[src/rtl/reg_decode_exe.sv]
// -----------------------------------------------------------------------------
// reg_decode_exe
//
// Decode/Execute pipeline register for the filter processor. It captures the
// decoded operands and control from the decode stage and presents them to the
// execute stage and the forwarding unit. A load whose result is needed by the
// very next instruction cannot be forwarded in time. In that case the block
// stalls decode and inserts LOAD_STALL bubbles into execute.
//
// Parameters
//   DATA_W      operand / immediate width
//   LOAD_STALL  bubbles inserted per load-use hazard (1..7)
//
// Ports
//   clk, rst_n                      clock, asynchronous active-low reset
//   *_D                             decoded instruction fields from decode
//   valid_D                         decode slot holds a real instruction
//   flush                           branch taken: discard the decode slot
//   mem_busy                        memory stage not ready: freeze everything
//   *_Reg_Exe, *_Exe, valid_Exe     registered execute-stage copies
//   stall_D                         combinational: hold fetch/decode this cycle
// -----------------------------------------------------------------------------
module reg_decode_exe #(
    parameter int DATA_W     = 16,
    parameter int LOAD_STALL = 1
) (
    input  logic              clk,
    input  logic              rst_n,
    input  logic [3:0]        Ra_D,
    input  logic [3:0]        Rb_D,
    input  logic [3:0]        Robj_D,
    input  logic              RE_A_D,
    input  logic              RE_B_D,
    input  logic              WE_D,
    input  logic              mem_WE_D,
    input  logic              mem_RE_D,
    input  logic [3:0]        alu_op_D,
    input  logic [DATA_W-1:0] dataA_D,
    input  logic [DATA_W-1:0] dataB_D,
    input  logic [DATA_W-1:0] imm_D,
    input  logic              valid_D,
    input  logic              flush,
    input  logic              mem_busy,
    output logic [3:0]        Ra_Reg_Exe,
    output logic [3:0]        Rb_Reg_Exe,
    output logic [3:0]        Robj_Reg_Exe,
    output logic              RE_A_Reg_Exe,
    output logic              RE_B_Reg_Exe,
    output logic              WE_Reg_Exe,
    output logic              mem_WE_Reg_Exe,
    output logic              mem_RE_Reg_Exe,
    output logic [3:0]        alu_op_Exe,
    output logic [DATA_W-1:0] dataA_Exe,
    output logic [DATA_W-1:0] dataB_Exe,
    output logic [DATA_W-1:0] imm_Exe,
    output logic              valid_Exe,
    output logic              stall_D
);

    typedef enum logic {
        RUN   = 1'b0,
        STALL = 1'b1
    } state_t;

    // One execute-stage slot; an all-zero slot is a bubble.
    typedef struct packed {
        logic [3:0]        ra;
        logic [3:0]        rb;
        logic [3:0]        robj;
        logic              re_a;
        logic              re_b;
        logic              we;
        logic              mem_we;
        logic              mem_re;
        logic [3:0]        alu_op;
        logic [DATA_W-1:0] data_a;
        logic [DATA_W-1:0] data_b;
        logic [DATA_W-1:0] imm;
        logic              valid;
    } exe_t;

    // The hazard cycle itself emits the first bubble, so the STALL state only
    // has to cover the remaining LOAD_STALL-1 of them.
    localparam logic [2:0] STALL_RELOAD = 3'(LOAD_STALL - 1);
    localparam bit         MULTI_BUBBLE = (LOAD_STALL > 1);

    state_t     state_q;
    state_t     state_d;
    logic [2:0] cnt_q;
    logic [2:0] cnt_d;
    exe_t       exe_q;
    exe_t       exe_d;
    exe_t       dec_s;
    logic       hazard_s;

    assign dec_s = {Ra_D, Rb_D, Robj_D, RE_A_D, RE_B_D, WE_D, mem_WE_D, mem_RE_D,
                    alu_op_D, dataA_D, dataB_D, imm_D, valid_D};

    // Load-use detection: a valid load in execute writing a register that the
    // valid decode instruction actually reads. R0 is an ordinary register here.
    always_comb begin
        hazard_s = exe_q.valid & exe_q.mem_re & exe_q.we & valid_D &
                   ((RE_A_D & (Ra_D == exe_q.robj)) |
                    (RE_B_D & (Rb_D == exe_q.robj)));
    end

    // Decode hold request; a flush in RUN cancels the hazard stall because the
    // dependent instruction is being discarded anyway.
    always_comb begin
        stall_D = mem_busy | (state_q == STALL) |
                  ((state_q == RUN) & hazard_s & ~flush);
    end

    // Next-state / next-slot selection: freeze, flush, hazard, stall, capture.
    always_comb begin
        state_d = state_q;
        cnt_d   = cnt_q;
        exe_d   = exe_q;
        if (mem_busy) begin
            state_d = state_q;
            cnt_d   = cnt_q;
            exe_d   = exe_q;
        end else if (flush) begin
            state_d = RUN;
            cnt_d   = 3'd0;
            exe_d   = '0;
        end else begin
            case (state_q)
                RUN: begin
                    if (hazard_s) begin
                        exe_d = '0;
                        if (MULTI_BUBBLE) begin
                            state_d = STALL;
                            cnt_d   = STALL_RELOAD;
                        end else begin
                            state_d = RUN;
                            cnt_d   = cnt_q;
                        end
                    end else begin
                        exe_d   = dec_s;
                        state_d = RUN;
                        cnt_d   = cnt_q;
                    end
                end
                STALL: begin
                    exe_d = '0;
                    cnt_d = cnt_q - 3'd1;
                    if (cnt_q == 3'd1) begin
                        state_d = RUN;
                    end else begin
                        state_d = STALL;
                    end
                end
                default: begin
                    exe_d   = '0;
                    state_d = RUN;
                    cnt_d   = 3'd0;
                end
            endcase
        end
    end

    // State, bubble counter and execute-slot registers.
    always_ff @(posedge clk or negedge rst_n) begin
        if (!rst_n) begin
            state_q <= RUN;
            cnt_q   <= 3'd0;
            exe_q   <= '0;
        end else begin
            state_q <= state_d;
            cnt_q   <= cnt_d;
            exe_q   <= exe_d;
        end
    end

    assign Ra_Reg_Exe     = exe_q.ra;
    assign Rb_Reg_Exe     = exe_q.rb;
    assign Robj_Reg_Exe   = exe_q.robj;
    assign RE_A_Reg_Exe   = exe_q.re_a;
    assign RE_B_Reg_Exe   = exe_q.re_b;
    assign WE_Reg_Exe     = exe_q.we;
    assign mem_WE_Reg_Exe = exe_q.mem_we;
    assign mem_RE_Reg_Exe = exe_q.mem_re;
    assign alu_op_Exe     = exe_q.alu_op;
    assign dataA_Exe      = exe_q.data_a;
    assign dataB_Exe      = exe_q.data_b;
    assign imm_Exe        = exe_q.imm;
    assign valid_Exe      = exe_q.valid;

endmodule

[config.mk]
export PLATFORM = sky130hd
export DESIGN_NAME = reg_decode_exe
export DESIGN_NICKNAME = d
export VERILOG_FILES = /design/src/rtl/reg_decode_exe.sv
export SDC_FILE = /design/constraint.sdc
export NUM_CORES = 1
export LEC_CHECK = 0
export CAP_MARGIN = 20
export CORE_MARGIN = 5
export CORE_UTILIZATION = 30
export DETAILED_ROUTE_END_ITERATION = 7
export MAX_ROUTING_LAYER = met4
export PLACE_DENSITY = 0.67
export SETUP_SLACK_MARGIN = 0.1
export SYNTH_ARGS = -nofsm -noshare
export SYNTH_HDL_FRONTEND = slang
export SYNTH_SLANG_ARGS = --single-unit
[constraint.sdc]
create_clock -name clk -period 2.88 [get_ports clk]
set_input_delay 0.432 -clock clk [delete_from_list [all_inputs] [get_ports clk]]
set_output_delay 0.432 -clock clk [all_outputs]
set_load 0.05 [all_outputs]
==> results of run 1 <==
final cells by class:
type	instances	area, sq um	area share [%]
clock inverters	5	86.33	1.873
well taps	133	166.4	3.610
repair buffers	149	1481	32.14
flip-flops and latches	74	1852	40.17
multi-input cells	106	870.8	18.89
inverters	3	11.26	0.2443
clock buffers	11	141.4	3.067
metal layers:
layer / wire [microns] / up-vias / GRT usage [%]
li1: - / 1041 / -
met3: 499 / 13 / 4.776
met1: 3525 / 1117 / 17.22
met4: 148 / 0 / 4.418
met5: 0 / - / -
met2: 3792 / 77 / 21.93
worst register-to-register path: stages (launching register included):
cell and delay, ps:
dfrtp_1 400, and4_1 230, nand2_1 60, nor3_1 60
buf_4 140, a311oi_4 290, buf_4 420, a22o_1 220
stage by stage:
step           power [mW]  hold slack (ps)  cells  setup WS, ps
2_1_floorplan       1.582            136.4    200         309.9
3_3_place_gp        1.885            492.5    465         418.6
3_5_place_dp        1.891            496.2    465         412.1
4_1_cts             2.818            256.8    481         408.0
5_1_grt             2.900            272.5    481         292.5
6_report            2.773            226.6    481         434.0
logic make-up (layout without fill, tap and decap cells):
family                   count (synthesis)  in the layout
adder cells (fa/ha/maj)                  2              2
XOR/XNOR                                 8              8
AO/OA/AOI/OAI                           79             79
AND/OR/NAND/NOR                         16             16
buffers and inverters                   20            168
flip-flops                              74             74
multiplexers                             1              1
path summary, 6_finish.rpt:
path / end / slack, ps
min in group clk: dataB_Exe[6]$_DFFE_PN0N_ / 510
min: dataA_Exe[9]$_DFFE_PN0N_ / 230
max reg2reg: imm_Exe[2]$_DFFE_PN0N_ / 990
max: stall_D / 430
max in group asynchronous: Ra_Reg_Exe[2]$_DFFE_PN0N_ / 2040
min reg2reg: dataB_Exe[6]$_DFFE_PN0N_ / 510
state kept, by name (all words and copies together) (netlist names):
signal / flops
cnt_q: 3
dataA_Exe: 16
mem_RE_Reg_Exe: 1
alu_op_Exe: 4
WE_Reg_Exe: 1
RE_B_Reg_Exe: 1
state_q: 1
Rb_Reg_Exe: 4
Robj_Reg_Exe: 4
Ra_Reg_Exe: 4
imm_Exe: 16
valid_Exe: 1
RE_A_Reg_Exe: 1
dataB_Exe: 16
mem_WE_Reg_Exe: 1
placed cells by master (no fill, tap or decap), types with 2 or more instances in the layout:
master	count
clkdlybuf4s50_1	141
a21oi_1	2
bufinv_16	2
xor2_1	6
clkbuf_8	10
o21ai_0	3
inv_1	3
xnor2_1	2
ha_1	2
nand2_1	5
dfrtp_1	74
nor3_1	2
nor2_1	4
a22o_1	70
buf_4	6
clkinv_4	2
power groups by stage:
stage	clock (mW)	combinational, mW	sequential [mW]
2_1_floorplan	0	0.131	1.45
3_3_place_gp	0	0.703	1.18
3_5_place_dp	0	0.705	1.19
4_1_cts	0.945	0.707	1.17
5_1_grt	0.991	0.732	1.18
6_report	0.911	0.698	1.16
Yosys cell counts (all sizes together):
cell         count
dlygate4sd3      5
a21oi            2
a311oi           1
xnor2            2
dlygate4sd1      1
a31oi            1
nor3             2
or3              1
o21ai            4
inv              3
nand3            1
nand2            5
nor2             4
ha               2
o21a             1
nor4             1
a22o            70
and4             1
dfrtp           74
and3             1
xor2             6
mux2i            1
buf             11
==> results.cfg, run 1 <==
[setup_path]
cp.required_ps = 2450
crit_arrival_ps = 2010
cp.depth = 7
endpoint_kind = output pin
cp_top_family = buffers and inverters
startpoint = Rb_D[0]
cp_max_fo = 2
r2r-start = valid_Exe$_DFFE_PN0N_
worstSetupStartpointType = primary input
worstPathCellList = clkdlybuf4s50_1 > xor2_1 > nor4_1 > and3_2 > a31oi_1 > o21ai_1 > buf_12
r2r_cells = 7
crit_type = primary input to output pin
cpMaxStageDelayCell = clkdlybuf4s50_1
max_stage_delay_ps = 460
crit_buf_inv = 2

[clock_network]
clkSinkCount = 74
cts_buffers = 9
clk_pin_slew_ps = 80
clockBufferDepth = 2
cts_hold_buf = 0
cts_setup_buffers = 0
clkLatencyLatePin_ps = 340
ctsHtreeMaxLevel = 3
cts_tree = built
ctsResizeCount = 0
cts_root_buffer = clkbuf_8

[yosys]
synthSimpleGateAreaFrac_pct = 2.841
synth_area_leaders = dfrtp_1 (64%), a22o_1 (21%), buf_6 (3.5%)
netlist_instances = 200
yosys.area.top_type_share_pct = 63.71
synth_cell_types = 25
synth-compound-area-share_pct = 23.50
synthAdderAreaFrac_pct = 0.8610
synth_xor_area_share_pct = 2.411
synth_area_sq_um = 2907
synth_mux_area_share_pct = 0.3444
synth_nets = 276
synth_top_cell_by_area = dfrtp_1
yosys_warnings = 0
synth-seq-area-share_pct = 63.71
ys_ff_latch = 74
synth_top_family_by_area = compound AO/OA/AOI/OAI gates
avgSynthCellArea_sq_um = 14.53

[placement]
numPortBuffers = 144
dpl_cell_area_sq_um = 4382
globalplace.congestion = 0.7311
dp_hpwl_microns = 5703

[route]
ant_nets = 0
wl_microns = 7967
via_count = 2248
wl_per_cell_microns = 16.56
drt-vias-per-instance = 4.674
drtPass1Iterations = 4
drt-initial-drc-count = 91
drc_errors = 0

[global_routing]
grt_max_degree = 75
grt.total_usage_pct = 14.05
grt_overflow_total = 0
first_global_vias = 2363
grt_pass1_wl_microns = 12300
antenna_found_initial = 0

[sta]
setup_viol = 0
max_freq_mhz = 408.8
rsz0062_at_grt = no
skew_ps = 11.55
setup_tns_ps = 0
finalCritPeriodShare_pct = 84.93
relSlewSlack_pct = 37.66
tightest_slew_ps = 935.2
hold_viol = 0
maxSlewViolCount = 0
period_minus_slack_ps = 2446

[final_layout]
final_util_pct = 48.04
synthToLayoutAreaGrowth_pct = 58.59
nets = 419
final_area_sq_um = 4609
nFillCells = 875
antenna_cells = 0
drive_gt1_share_pct = 7.471

[power_and_ir_drop]
pwr-share-seq_pct = 42.0
p_leak_nw = 2.019
switching_share_pct = 30.83
p_int_mw = 1.918
p_sw_uw = 854.9
p_per_area_nw_per_um2 = 601.6
p_clk_share_pct = 32.8
vdd_ir_drop_max_mv = 0.2344
p_comb_share_pct = 25.2

[flow_run]
cap_violations = 0

[floorplanning]
coreArea_sq_um = 9594
initial_core_util_pct = 30.29
die_w_microns = 108.4
dieArea_sq_um = 11760
num_rows = 36
die_y_microns = 108.4
pin_count = 145

[status]
outcome = finished clean

[min_path]
hold_class = primary input to async pin
No activity file was read; power rests on OpenSTA's default activity.
==> run 2, diff against run 1 <==
==> constraint.sdc (replaced) <==
create_clock -name clk -period 2.4 [get_ports clk]
set_input_delay 0.36 -clock clk [delete_from_list [all_inputs] [get_ports clk]]
set_output_delay 0.36 -clock clk [all_outputs]
set_load 0.05 [all_outputs]
==> results.cfg, run 2 (synthesis gave the netlist of run 1 again) <==
[status]
outcome = finished clean

[clock_network]
clkSinkCount = 74
cts_tree = built
clockBufferDepth = 2
cts_buffers = 9
cts_root_buffer = clkbuf_8
ctsHtreeMaxLevel = 3
clk_pin_slew_ps = 80
cts_hold_buf = 0
clkLatencyLatePin_ps = 340

[final_layout]
antenna_cells = 0
final_common_cell = clkdlybuf4s50_1
final_cell_mix = clkdlybuf4s50_1 (141), dfrtp_1 (74), a22o_1 (70)
multi_input_area_sq_um = 879.6
drive_gt1_share_pct = 8.832
stdcell_count = 484
nets = 423
regArea_sq_um = 1852
synthToLayoutAreaGrowth_pct = 61.30
nFillCells = 865

[setup_path]
worstPathCellList = clkdlybuf4s50_1 > xor2_1 > nor4_1 > and3_2 > a31oi_1 > o21ai_2 > buf_12
cpMaxStageDelayCell = clkdlybuf4s50_1
crit_type = primary input to output pin
cp.required_ps = 2040
cp_max_fo = 2
cp_top_family = buffers and inverters
endpoint_kind = output pin
worstSetupStartpointType = primary input
crit_buf_inv = 2
max_stage_delay_ps = 460
crit_arrival_ps = 1870

[floorplanning]
initial_core_util_pct = 30.29
pin_count = 145
dieArea_sq_um = 11760
die_w_microns = 108.4
die_y_microns = 108.4
num_rows = 36
coreArea_sq_um = 9594

[flow_run]
cap_violations = 0

[sta]
skew_ps = 8.197
maxSlewViolCount = 0
relSlewSlack_pct = 38.16
setup_viol = 0
setup_tns_ps = 0
timing.hold.ws_ps = 155.6
finalCritPeriodShare_pct = 93.04
period_minus_slack_ps = 2233
max_freq_mhz = 447.8
hold_viol = 0
rsz0062_at_grt = no
tightest_slew_ps = 927.6

[power_and_ir_drop]
p_per_area_nw_per_um2 = 742.5
total_power_mw = 3.481
p_leak_nw = 2.053
vdd_ir_drop_max_mv = 0.2618

[route]
wl_microns = 7909
drt-initial-drc-count = 133
wl_per_cell_microns = 16.34
drc_errors = 0
drtPass1Iterations = 4
ant_nets = 0
via_count = 2225
drt-vias-per-instance = 4.597

[global_routing]
antenna_found_initial = 0
grt_overflow_total = 0
grt_pass1_wl_microns = 12280
grt.total_usage_pct = 14.04
first_global_vias = 2298
grt_max_degree = 75

[placement]
globalplace.congestion = 0.6879
placed_cells = 466
numPortBuffers = 144
dp_hpwl_microns = 5581

[min_path]
hold_class = primary input to async pin
==> run 2: timing repair <==
item / CTS / global route
hold endpoints to repair: 0 / 0
gates resized for setup: 0 / 1
buffers inserted: 1 / 2
setup endpoints to repair: 1 / 1
pin swaps: 2 / 1
==> run 2: per-stage QoR <==
stage               instance area (sq um)  utilization, %  setup slack, ps
finish                               4688           48.87            167.1
global route                         4688           48.87            102.8
CTS                                  4668           48.66            123.0
detailed placement                   4405           45.92            96.55
global placement                     4405           45.92            121.1
floorplan                            2910               -            146.3
==> run 2: power by group <==
part / internal, mW / leakage (nW) / total, mW / switching, mW
clock: 0.791 / 0.123 / 1.24 / 0.446
combinational: 0.347 / 0.963 / 0.847 / 0.499
sequential: 1.34 / 0.967 / 1.40 / 0.0579
==> run 2: area by class of cell <==
class	count	share of cell area, %
Timing Repair Buffer	153	32.51
Multi-Input combinational cell	106	18.76
Sequential cell	74	39.50
Clock buffer	10	2.722
Clock inverter	5	2.722
Inverter	3	0.2402
Tap cell	133	3.550
==> run 2: final timing paths <==
check                                                  from  depth (start not counted)                         to  slack, ps
worst max-delay path                                Rb_D[0]                          7                    stall_D        170
worst min-delay path                                  rst_n                          1    imm_Exe[11]$_DFFE_PN0N_        160
worst max register to register  Robj_Reg_Exe[3]$_DFFE_PN0N_                          7   dataA_Exe[2]$_DFFE_PN0N_        520
worst min register to register    dataB_Exe[13]$_DFFE_PN0N_                          1  dataB_Exe[13]$_DFFE_PN0N_        510
max in group asynchronous                             rst_n                          1  Rb_Reg_Exe[1]$_DFFE_PN0N_       1640
min in group clk                  dataB_Exe[13]$_DFFE_PN0N_                          1  dataB_Exe[13]$_DFFE_PN0N_        510
==> run 2: metal layers <==
metal	GRT usage [%]	wire length, microns	vias up
li1	-	-	1046
met1	19.43	3787	1093
met2	19.77	3551	82
met3	3.881	528	4
met4	4.869	40	0
met5	-	0	-
==> RTL edit 1, RTL diff (config.mk and constraints of run 2) <==
Change the parameter `DATA_W` from 16 to 12.
--- a/src/rtl/reg_decode_exe.sv
+++ b/src/rtl/reg_decode_exe.sv
@@ -23,3 +23,3 @@
 module reg_decode_exe #(
-    parameter int DATA_W     = 16,
+    parameter int DATA_W     = 12,
     parameter int LOAD_STALL = 1
Interface: changed (6 resized); port bits go from 145 to 121. No check against the original RTL was run, so the function may have changed too.
==> RTL edit 1 against run 2 <==
Design area fell by 14%. Global-route usage rose by 0.33 points. Wire length fell by 17%. Utilization rose by 3.1 points. Area after synthesis fell by 18%. Register-to-register slack got worse by 70 ps. Final cell count fell by 16%. Setup slack improved by 33 ps. Synthesized cell count fell by 14%. Total power fell by 17%. Critical path type unchanged. Combinational power fell by 15%. Clock power fell by 20%. Sequential cell count fell by 12.
==> RTL edit 1: results (changes against run 2) <==
metric,value,unit,change
PostCTS Resize Cnt,3,,was 0
Setup WS pre-CTS,23.9,ps,was 96.6 ps
WL per Instance,16.2,um,was 16.3 um
Final non-clock buffer share,32.9,%,was 32.5%
worst flop-to-flop path startpoint,Robj_Reg_Exe[2],,was Robj_Reg_Exe[3]
buffers outside the clock class,131,,was 153
GPL Wtd Cong,0.758,,was 0.688
Final Skew,3.92,ps,was 8.20 ps
Mapped Nets,237,,was 276
xor/xnor cell area share of the yosys netlist,2.94,%,was 2.41%
via count,1936,,was 2225
most frequent cells after synthesis,"62 x dfrtp_1, 58 x a22o_1, 6 x clkbuf_1, 6 x xor2_1, 5 x nand2_1",,"was 74 x dfrtp_1, 70 x a22o_1, 9 x buf_6"
clock network share of area,5.36,%,was 5.44%
1st-iter DRT viols,59,,was 133
Synth Area in Adders,1.05,%,was 0.861%
Rel. slew slack,55.8,%,was 38.2%
GR Layer Usage met3,3.86,%,was 3.88%
arrival time at the worst endpoint,1840,ps,was 1870 ps
number of global-route vias before repair,2109,,was 2298
mux contribution to synthesized area,0.419,%,was 0.344%
I/O Buffers,120,,was 144
#MultiIn Comb,94,,was 106
die area,0.00984,mm2,was 0.0118 mm2
first-pass GRT wire length,10.9,mm,was 12.3 mm
R2R Setup Slk,450,ps,was 520 ps
Filler cells,673,,was 865
Max Used Layer,met4,,unchanged
Pleak,1.77,nW,was 2.05 nW
Placed Cells,388,,was 466
Metal-1 WL,2.98,mm,was 3.79 mm
cells on worst reg2reg path,8,,was 7
ratio of cells with drive above 1 in the final layout,11.8,%,was 8.83%
met2 WL,3.13,mm,was 3.55 mm
status,finished clean,,unchanged
Placement Cell Area,0.00374,mm2,was 0.00441 mm2
non-filler instance count after layout,408,,was 484
sequential-to-total area share from yosys stat,65.0,%,was 63.7%
top post-synthesis cells by area,"dfrtp_1 65%, a22o_1 21%, xor2_1 2.2%, ha_1 1.0%, buf_6 0.94%",,"was dfrtp_1 64%, a22o_1 21%, buf_6 3.5%, xor2_1 1.8%, dlygate4sd3_1 1.7%"
synthesized instance count,173,,was 200
met3 WL post-DR,366,um,was 528 um
RR Endpoint,imm_Exe[3],,was dataA_Exe[2]
CTS Sinks,62,,was 74
area of the multi-input gates,782,um2,was 880 um2
multi-input gate share of total cell area,19.5,%,was 18.8%
WHS,34.9,ps,was 156 ps
GRT Resource Usage Total,14.4,%,was 14.0%
Synth Area in Compound Gates,23.7,%,was 23.5%
final net count,365,,was 423
Seq area share,38.7,%,was 39.5%
largest net degree at the start of global routing,67,,was 75
==> RTL edit 1: cell count changes in the layout (fill, tap and decap cells not counted), moves of 2 or more <==
| cell | delta |
|---|---|
| buf_12 | +2 |
| bufinv_16 | -2 |
| clkinv_2 | +2 |
| dfrtp_2 | +3 |
| dfrtp_1 | -15 |
| clkdlybuf4s50_1 | -26 |
| a22o_1 | -12 |
==> RTL edit 1: how the worst max path moves through the flow <==
stage / startpoint / to / slack [ps] / depth (start not counted)
3_5_place_dp: Rb_D[3] / stall_D / 20 / 7
4_1_cts: Rb_D[0] / stall_D / 100 / 7
2_1_floorplan: WE_Reg_Exe / stall_D / 260 / 5
3_3_place_gp: Rb_D[3] / stall_D / 50 / 7
5_1_grt: Robj_Reg_Exe[3] / stall_D / 60 / 6
6_report: Rb_D[2] / stall_D / 200 / 7
==> RTL edit 1: report_power, final <==
part           internal, W  switching (W)
Clock             0.000611       0.000380
Sequential         0.00112      0.0000501
Combinational     0.000299       0.000421
==> RTL edit 2, RTL diff (flow settings as in run 2) <==
Without the edit above. Make the reset (`rst_n`) synchronous in one clocked block. Comments in the files are not updated.
--- a/src/rtl/reg_decode_exe.sv
+++ b/src/rtl/reg_decode_exe.sv
@@ -163,3 +163,3 @@
     // State, bubble counter and execute-slot registers.
-    always_ff @(posedge clk or negedge rst_n) begin
+    always_ff @(posedge clk) begin
         if (!rst_n) begin
Behaviour: differs if rst_n is asserted again (counterexample within 4 cycles, from zero or initial values and one cycle with rst_n low); with rst_n held inactive, the same outputs for 10 cycles.
==> RTL edit 2 against run 2 <==
Global-route usage increased by 0.39 points. Design area fell by 7.5%. Total power is 18% lower. First-iteration DRC count is 34% lower. Sequential cell count is the same. Maximum frequency grew 1.1%. Setup slack improved by 23 ps. Largest cell class is now buffers. Register-to-register slack better by 60 ps. Wire length shrank 6.6%. Critical path depth unchanged. Area after synthesis decreased by 12%.
==> RTL edit 2: results (changes against run 2) <==
metric,value,unit,change
status,finished clean,,unchanged
first-pass GRT wire length,11.3,mm,was 12.3 mm
Min-Delay Path Class,reg -> reg,,was in -> async
Synth Area in Compound Gates,28.8,%,was 23.5%
kind of cell adding the most delay to the critical path,simple AND/OR/NAND/NOR gates,,was buffers and inverters
Netlist cell types,24,,was 25
R2R Setup Slk,580,ps,was 520 ps
top post-synthesis cells by area,"dfxtp_1 58%, a22o_2 22%, a22o_1 4.4%, buf_6 3.1%, xor2_1 2.0%",,"was dfrtp_1 64%, a22o_1 21%, buf_6 3.5%, xor2_1 1.8%, dlygate4sd3_1 1.7%"
Peak supply drop,294,uV,was 262 uV
ys async rst share,0,%,was 100%
mux contribution to synthesized area,0,%,was 0.344%
Slowest cell on crit path,clkdlybuf4s50_1,,unchanged
arrival time at the worst endpoint,1850,ps,was 1870 ps
WHS,479,ps,was 156 ps
vias per cell,4.69,,was 4.60
Pleak,1.67,nW,was 2.05 nW
largest net degree at the start of global routing,71,,was 75
Synth Area in Adders,0.975,%,was 0.861%
post-DP HPWL,5.26,mm,was 5.58 mm
xor/xnor cell area share of the yosys netlist,2.73,%,was 2.41%
H-tree levels,3,,unchanged
Filler cells,720,,was 865
Psw,0.000754,W,was 0.00100 W
final net count,421,,was 423
Final Skew,8.35,ps,was 8.20 ps
ratio of cells with drive above 1 in the final layout,23.7,%,was 8.83%
most frequent cells after synthesis,"74 x dfxtp_1, 57 x a22o_2, 13 x a22o_1",,"was 74 x dfrtp_1, 70 x a22o_1, 9 x buf_6"
Worst Setup SP,Rb_D[0],,unchanged
worst flop-to-flop path startpoint,Robj_Reg_Exe[2],,was Robj_Reg_Exe[3]
sequential-to-total area share from yosys stat,57.7,%,was 63.7%
1st-iter DRT viols,88,,was 133
RR Endpoint,dataA_Exe[8],,was dataA_Exe[2]
CP max FO,2,,unchanged
routed wire length,7.39,mm,was 7.91 mm
initial antenna violation count,0,,unchanged
GRT Resource Usage Total,14.4,%,was 14.0%
GPL Wtd Cong,0.688,,about the same
cells on worst reg2reg path,7,,unchanged
Placement Cell Area,0.00410,mm2,was 0.00441 mm2
number of global-route vias before repair,2261,,was 2298
slew at the pin closest to its max-slew limit,535,ps,was 928 ps
Setup Buffers After CTS,0,,was 1
RTL edit 2: cell count changes in the layout (fill, tap and decap cells not counted), sizes merged, moves of 2 or more:
cell,change
o21bai,+2
nor2,-2
bufinv,-2
buf,-6
dfrtp,-74
and2,+4
dfxtp,+74
clkdlybuf4s50,+2
clkinv,+3
RTL edit 2: stage by stage:
stage / util (%) / instances / power, W / setup slack [ps]
floorplan: - / 200 / 0.00159 / 269
global placement: 49.7 / 437 / 0.00183 / 153
detailed placement: 49.7 / 437 / 0.00183 / 140
CTS: 52.3 / 453 / 0.00289 / 116
global route: 52.5 / 455 / 0.00296 / 113
finish: 52.5 / 455 / 0.00285 / 190
RTL edit 2: per-layer routing:
layer	up-vias	track usage, %	wire (um)
met5	-	-	0
met2	86	22.1	3510
li1	1042	-	-
met1	995	18.2	3200
met3	10	3.92	580
met4	0	5.45	95
RTL edit 2: final cells by class:
cell class | count | area (um2) | area share [%]
multi-input cells | 108 | 967 | 22.3
flip-flops and latches | 74 | 1480 | 34.2
inverters | 3 | 11.3 | 0.260
repair buffers | 149 | 1530 | 35.2
clock inverters | 7 | 93.8 | 2.16
clock buffers | 9 | 124 | 2.86
well taps | 105 | 131 | 3.03
RTL edit 2: power groups by stage:
| stage | Sequential (W) | Combinational (W) | Clock (W) |
|---|---|---|---|
| 2_1_floorplan | 0.00149 | 0.000102 | 0 |
| 3_3_place_gp | 0.00133 | 0.000500 | 0 |
| 3_5_place_dp | 0.00133 | 0.000505 | 0 |
| 4_1_cts | 0.00130 | 0.000506 | 0.00108 |
| 5_1_grt | 0.00131 | 0.000524 | 0.00113 |
| 6_report | 0.00130 | 0.000501 | 0.00105 |
